==> src/rtl/lsl16_iter_pkg.sv <==
// Shared definitions for the iterative 16-bit logical shift-left unit:
// widths, FSM states and the carry/overflow flag helper used by both datapaths.
package lsl_pkg;

  localparam int unsigned WIDTH = 16;
  localparam int unsigned SHW   = 4;

  typedef enum logic [1:0] {
    IDLE  = 2'd0,
    SHIFT = 2'd1,
    DONE  = 2'd2
  } state_t;

  typedef struct packed {
    logic carry;
    logic ovf;
  } lsl_flags_t;

  // Flags for shifting value left by amount: carry is the last bit pushed out,
  // ovf is set when the top amount+1 bits of value are not all equal.
  function automatic lsl_flags_t lsl_flags(input logic [WIDTH-1:0] value,
                                           input logic [SHW-1:0]   amount);
    lsl_flags_t f;
    f = '0;
    for (int unsigned k = 1; k < WIDTH; k++) begin
      if (WIDTH - k == 32'(amount))
        f.carry = value[k];
      if (k - 1 >= WIDTH - 1 - 32'(amount))
        f.ovf = f.ovf | (value[k] ^ value[k-1]);
    end
    return f;
  endfunction

endpackage

==> src/rtl/lsl16_iter_if.sv <==
// Request/result bundle between the ALU sequencer and the shift-left unit.
interface lsl16_iter_if;
  import lsl_pkg::*;

  logic             start;
  logic [WIDTH-1:0] inp;
  logic [SHW-1:0]   shift_value;
  logic             ready;
  logic             busy;
  logic             done;
  logic [WIDTH-1:0] out;
  logic             carry;
  logic             ovf;

  modport master (
    output start, inp, shift_value,
    input  ready, busy, done, out, carry, ovf
  );

  modport slave (
    input  start, inp, shift_value,
    output ready, busy, done, out, carry, ovf
  );

endinterface

==> src/rtl/lsl_barrel16.sv <==
// Single-cycle log-stage left shifter with carry/overflow, used when LSL_FAST_EN is defined.
module lsl_barrel16
  import lsl_pkg::*;
(
  input  logic [WIDTH-1:0] value,
  input  logic [SHW-1:0]   amount,
  output logic [WIDTH-1:0] result,
  output logic             carry,
  output logic             ovf
);

  logic [WIDTH-1:0] stage [SHW+1];
  lsl_flags_t       flags;

  assign stage[0] = value;

  for (genvar s = 0; s < SHW; s++) begin : g_stage
    assign stage[s+1] = amount[s] ? (stage[s] << (2 ** s)) : stage[s];
  end

  assign flags  = lsl_flags(value, amount);
  assign result = stage[SHW];
  assign carry  = flags.carry;
  assign ovf    = flags.ovf;

endmodule

==> src/rtl/lsl16_iter.sv <==
// Iterative 16-bit logical shift-left, one bit per clock, with carry and sticky
// signed-overflow flags. Define LSL_FAST_EN for a single-cycle barrel datapath.
module lsl16_iter
  import lsl_pkg::*;
(
  input  logic         clk,
  input  logic         rst,
  lsl16_iter_if.slave  bus
);

  state_t           state;
  logic [WIDTH-1:0] acc;
  logic             carry_q;
  logic             ovf_q;
  logic             done_q;
  logic             busy_q;
  logic             ready_q;
  logic             accept_c;

`ifdef LSL_FAST_EN
  logic [WIDTH-1:0] fast_res;
  logic             fast_carry;
  logic             fast_ovf;

  lsl_barrel16 u_barrel (
    .value  (bus.inp),
    .amount (bus.shift_value),
    .result (fast_res),
    .carry  (fast_carry),
    .ovf    (fast_ovf)
  );
`else
  logic [SHW-1:0] cnt;
  lsl_flags_t     step;

  assign step = lsl_flags(acc, SHW'(1));
`endif

  assign accept_c = bus.start & ready_q;

  // Control FSM and datapath; ready/busy/done are registered with the state.
  always_ff @(posedge clk or negedge rst) begin
    if (!rst) begin
      state   <= IDLE;
      acc     <= '0;
      carry_q <= 1'b0;
      ovf_q   <= 1'b0;
      done_q  <= 1'b0;
      busy_q  <= 1'b0;
      ready_q <= 1'b1;
`ifndef LSL_FAST_EN
      cnt     <= '0;
`endif
    end else begin
      done_q <= 1'b0;
      if (accept_c) begin
`ifdef LSL_FAST_EN
        acc     <= fast_res;
        carry_q <= fast_carry;
        ovf_q   <= fast_ovf;
        state   <= DONE;
        done_q  <= 1'b1;
        busy_q  <= 1'b0;
        ready_q <= 1'b1;
`else
        acc     <= bus.inp;
        cnt     <= bus.shift_value;
        carry_q <= 1'b0;
        ovf_q   <= 1'b0;
        if (bus.shift_value != '0) begin
          state   <= SHIFT;
          busy_q  <= 1'b1;
          ready_q <= 1'b0;
        end else begin
          state   <= DONE;
          done_q  <= 1'b1;
          busy_q  <= 1'b0;
          ready_q <= 1'b1;
        end
`endif
      end else begin
        case (state)
`ifndef LSL_FAST_EN
          SHIFT: begin
            carry_q <= step.carry;
            ovf_q   <= ovf_q | step.ovf;
            acc     <= {acc[WIDTH-2:0], 1'b0};
            cnt     <= cnt - SHW'(1);
            if (cnt == SHW'(1)) begin
              state   <= DONE;
              done_q  <= 1'b1;
              busy_q  <= 1'b0;
              ready_q <= 1'b1;
            end
          end
`endif
          default: begin
            state   <= IDLE;
            busy_q  <= 1'b0;
            ready_q <= 1'b1;
          end
        endcase
      end
    end
  end

  assign bus.out   = acc;
  assign bus.carry = carry_q;
  assign bus.ovf   = ovf_q;
  assign bus.done  = done_q;
  assign bus.busy  = busy_q;
  assign bus.ready = ready_q;

endmodule

==> src/flat_wrapper.sv <==
// flat-port wrapper written by rule: the top's interface ports become plain ports
module lsl16_iter_flat import lsl_pkg::*;
  (clk, rst, bus_start, bus_inp, bus_shift_value, bus_ready, bus_busy, bus_done, bus_out, bus_carry, bus_ovf);
  lsl16_iter_if bus_i ();
  input  logic clk;
  input  logic rst;
  input wire logic [$bits(bus_i.start)-1:0] bus_start;
  input wire logic [$bits(bus_i.inp)-1:0] bus_inp;
  input wire logic [$bits(bus_i.shift_value)-1:0] bus_shift_value;
  output wire logic [$bits(bus_i.ready)-1:0] bus_ready;
  output wire logic [$bits(bus_i.busy)-1:0] bus_busy;
  output wire logic [$bits(bus_i.done)-1:0] bus_done;
  output wire logic [$bits(bus_i.out)-1:0] bus_out;
  output wire logic [$bits(bus_i.carry)-1:0] bus_carry;
  output wire logic [$bits(bus_i.ovf)-1:0] bus_ovf;
  assign bus_i.start = bus_start;
  assign bus_i.inp = bus_inp;
  assign bus_i.shift_value = bus_shift_value;
  assign bus_ready = bus_i.ready;
  assign bus_busy = bus_i.busy;
  assign bus_done = bus_i.done;
  assign bus_out = bus_i.out;
  assign bus_carry = bus_i.carry;
  assign bus_ovf = bus_i.ovf;
  lsl16_iter u_core (.clk(clk), .rst(rst), .bus(bus_i));
endmodule
==> config.mk <==
export PLATFORM = sky130hd
export DESIGN_NAME = lsl16_iter_flat
export DESIGN_NICKNAME = d
export VERILOG_FILES = /design/src/rtl/lsl16_iter_pkg.sv /design/src/rtl/lsl16_iter_if.sv /design/src/rtl/lsl_barrel16.sv /design/src/rtl/lsl16_iter.sv /design/src/flat_wrapper.sv
export SDC_FILE = /design/constraint.sdc
export NUM_CORES = 1
export LEC_CHECK = 0
export ABC_AREA = 1
export BUFFER_PORTS_ARGS = -buffer_cell sky130_fd_sc_hd__buf_2
export CAP_MARGIN = 10
export CORE_ASPECT_RATIO = 0.75
export CORE_MARGIN = 2
export CORE_UTILIZATION = 25
export CTS_CLUSTER_SIZE = 40
export DETAILED_ROUTE_END_ITERATION = 7
export PLACE_DENSITY_LB_ADDON = 0.05
export SETUP_SLACK_MARGIN = 0.3
export SLEW_MARGIN = 20
export SYNTH_ARGS = -nofsm -noshare
export SYNTH_HDL_FRONTEND = slang
export SYNTH_SLANG_ARGS = --single-unit
==> constraint.sdc <==
create_clock -name clk -period 2.85 [get_ports clk]
set_clock_uncertainty 0.05 [all_clocks]
set_input_delay 0.285 -clock clk [delete_from_list [all_inputs] [get_ports clk]]
set_output_delay 0.285 -clock clk [all_outputs]
set_load 0.05 [all_outputs]
==> summary.md <==
| Metric | Value |
|---|---|
| Status | finished, final reports clean |
| Hold path start | bus_inp[0] |
| Vias in the first global route | 1065 |
| Cells after DPL | 252 |
| Postcts setup bufs | 0 |
| Least-Margin Pin Slew | 0.613 ns |
| CP startpoint kind | flip-flop |
| Post-Layout Cell Count | 257 |
| Initial antenna violation count | 0 |
| # nets final | 223 |
| EDFF count, synth | 0 |
| DRT iter0 DRCs | 23 |
| WP data required | 2.96 ns |
| Synth Flop Type | dfrtp_1 |
| Syn Area/Cell | 8.43 um^2 |
| Synth unique cells | 18 |
| Buffers on Ports | 43 |
| Cell breakdown of the critical path | nand2_2 > inv_2 > nor2_4 > nand2_1 > nand3_1 |
| H-tree levels | 1 |
| Row cnt | 22 |
| CTS tree | yes |
| DR WL met3 | 119 um |
| N_diodes | 0 |
| Met1 Wirelength | 1.52 mm |
| Arr. time, crit path | 1.69 ns |
| Synth top area share | 47.9% |
| Max VDD drop | 0.320 mV |
| GRT Total Usage | 11.3% |
| CP Class | flip-flop to flip-flop |
| Core area | 0.00495 mm^2 |
| Final wirelength | 3.08 mm |
| Filler cells | 562 |
| Die W | 87.5 um |
| Die height | 66.6 um |
| Max Slew Vio Count | 0 |
| Critical path buffers and inverters | 1 |
| Max Fclk | 631 MHz |
| Via count | 1109 |
| First-pass GRT wire length | 5.08 mm |
| Routability congestion estimate | 0.767 |
| Area grow syn2layout | 22.1% |
| Top-count cell post-synth | nand2_1 |
| Crit path max-delay cell type | dfstp_2 |
| Clock Sinks | 26 |
| Synthesis Warnings | 0 |
| # Max-Cap Violations | 0 |
| Clk pin slew, worst setup/hold paths | 0.09 ns |
| Sequential-to-total area share from yosys stat | 49.9% |
| Area leader, netlist | dfrtp_1 |
| DR pass1 iterations | 4 |
| Relative slew slack | 59.1% |
| RR Startpoint | u_core.bus.ready$_DFFE_PN1P_ |
| Setup ws final | 1.27 ns |
| Setup TNS | 0 ns |
| Largest net degree at the start of global routing | 27 |
| Mapped Area | 0.00131 mm^2 |
| Top routing layer used | met4 |
| Fin crit share | 55.6% |
| P_leak | 0.890 nW |
| Post-synth top cells | nand2_1 (70), dfrtp_1 (25), nand3_1 (17), nand2_2 (9) |
| Via density | 4.32 |
| Post-DP HPWL | 2.16 mm |
| Routed wire per std cell | 12.0 um |
| Initial core utilization | 26.4% |
| Ys async rst share | 100% |
| Hold crit path type | primary input to flip-flop |
| Synth Net Count | 180 |
| Top Ports | 44 |
| ANT nets after route | 0 |
| Setup violators final | 0 |
| RSZ-0062 raised after global routing | no |
| Cts bufs inserted | 3 |
| CP startpoint | u_core.bus.ready$_DFFE_PN1P_ |
| Residual DRC | 0 |
| Met2 WL | 1.43 mm |
| Largest fanout on the critical path | 23 |
| Seq cells post-synth | 26 |
| Total congestion overflow | 0 |
| Pre-CTS setup slack | 1.22 ns |
| Total Power | 2.12 mW |
| CP peak stage delay | 0.57 ns |
| Synth top area cells | dfrtp_1 (48%), nand2_1 (20%), nand3_1 (6.5%) |
| Largest delay share family, worst path | flip-flops |
| Clock buffer depth | 2 |
| Layout cells sized above 1 | 34.5% |
| CP endpoint kind | flip-flop |
| P per Cell Area | 1330 mW/mm^2 |
| Fin. Hold Viols | 0 |
| Final Critical Period | 1.58 ns |
| Clk root buf | clkbuf_8 |
| Synthesized instance count | 155 |
| Worst skew pair latency | 0.27 ns |
| Die area | 0.00583 mm^2 |
## path summary, 6_finish.rpt
path | end | slack [ns] | cells past startpoint
worst max register to register | u_core.bus.out[11]$_DFFE_PN0P_ | 1.27 | 5
worst min-delay path | u_core.bus.out[0]$_DFFE_PN0P_ | 0.16 | 3
worst max-delay path | u_core.bus.out[11]$_DFFE_PN0P_ | 1.27 | 5
max in group asynchronous | u_core.cnt[1]$_DFFE_PN0P_ | 1.84 | 2
min in group asynchronous | u_core.bus.out[1]$_DFFE_PN0P_ | 0.50 | 2
worst min register to register | u_core.bus.carry$_DFFE_PN0P_ | 0.44 | 2
## cell families (layout without fill, tap and decap cells)
| group | after synthesis | count (layout) | share of synthesized area, % |
|---|---|---|---|
| flip-flops | 26 | 26 | 49.9 |
| XOR/XNOR | 1 | 1 | 0.671 |
| AND/OR/NAND/NOR | 111 | 111 | 40.6 |
| buffers and inverters | 15 | 57 | 6.90 |
| adder cells (fa/ha/maj) | 2 | 2 | 1.92 |
## registers in the layout (all words and copies together), names as in the netlist
name and count:
u_core.cnt 4, u_core.bus.busy 1, u_core.bus.out 16, u_core.state 1
u_core.bus.carry 1, u_core.bus.ready 1, u_core.bus.ovf 1, u_core.bus.done 1
## cell type report
cell class                 count  area, um^2  area share [%]
timing repair buffer          44         225            14.1
clock buffer                   4        45.0            2.82
inverter                       9        33.8            2.12
multi-input combinational    114         564            35.4
tap                           60        75.1            4.71
sequential                    26         652            40.9
## worst register-to-register path, stage by stage, from the launching register on
cell and delay [ns]:
dfstp_2 0.57, nand2_2 0.11, inv_2 0.35, nor2_4 0.20, nand2_1 0.11, nand3_1 0.08
## through the flow
stage	instance area, um^2	utilization [%]	hold WS [ns]
CTS	1600	32.2	0.151
floorplan	1310	-	-0.0606
detailed placement	1540	31.1	0.290
global route	1600	32.2	0.162
global placement	1540	31.1	0.293
finish	1600	32.2	0.158
## cells in the final DEF (no fill, tap or decap)
cell	instances
xor2_1	1
dlygate4sd3_1	1
dfstp_2	1
inv_2	1
and2_4	1
nor2_4	1
nand2_1	70
inv_1	8
nand2_2	9
clkbuf_1	1
nand3_1	17
buf_2	43
clkbuf_8	3
nor2_1	4
ha_1	2
nand2_4	1
nand3_2	8
dfrtp_1	25
## where the power goes
part | internal, mW | switching, mW
logic | 0.305 | 0.907
registers | 0.544 | 0.145
clock network | 0.100 | 0.122
total | 0.949 | 1.17
## repair_timing
action | in CTS | in global routing
gates resized for setup | 0 | 0
hold buffers | 1 | 0
hold endpoints to repair | 25 | 0
## routing by layer
| metal | up-vias | track usage (%) |
|---|---|---|
| li1 | 561 | - |
| met1 | 520 | 15.2 |
| met2 | 26 | 18.0 |
| met3 | 2 | 3.10 |
| met4 | 0 | 2.88 |
| met5 | - | 0 |
(Power assumes the default switching activity.)
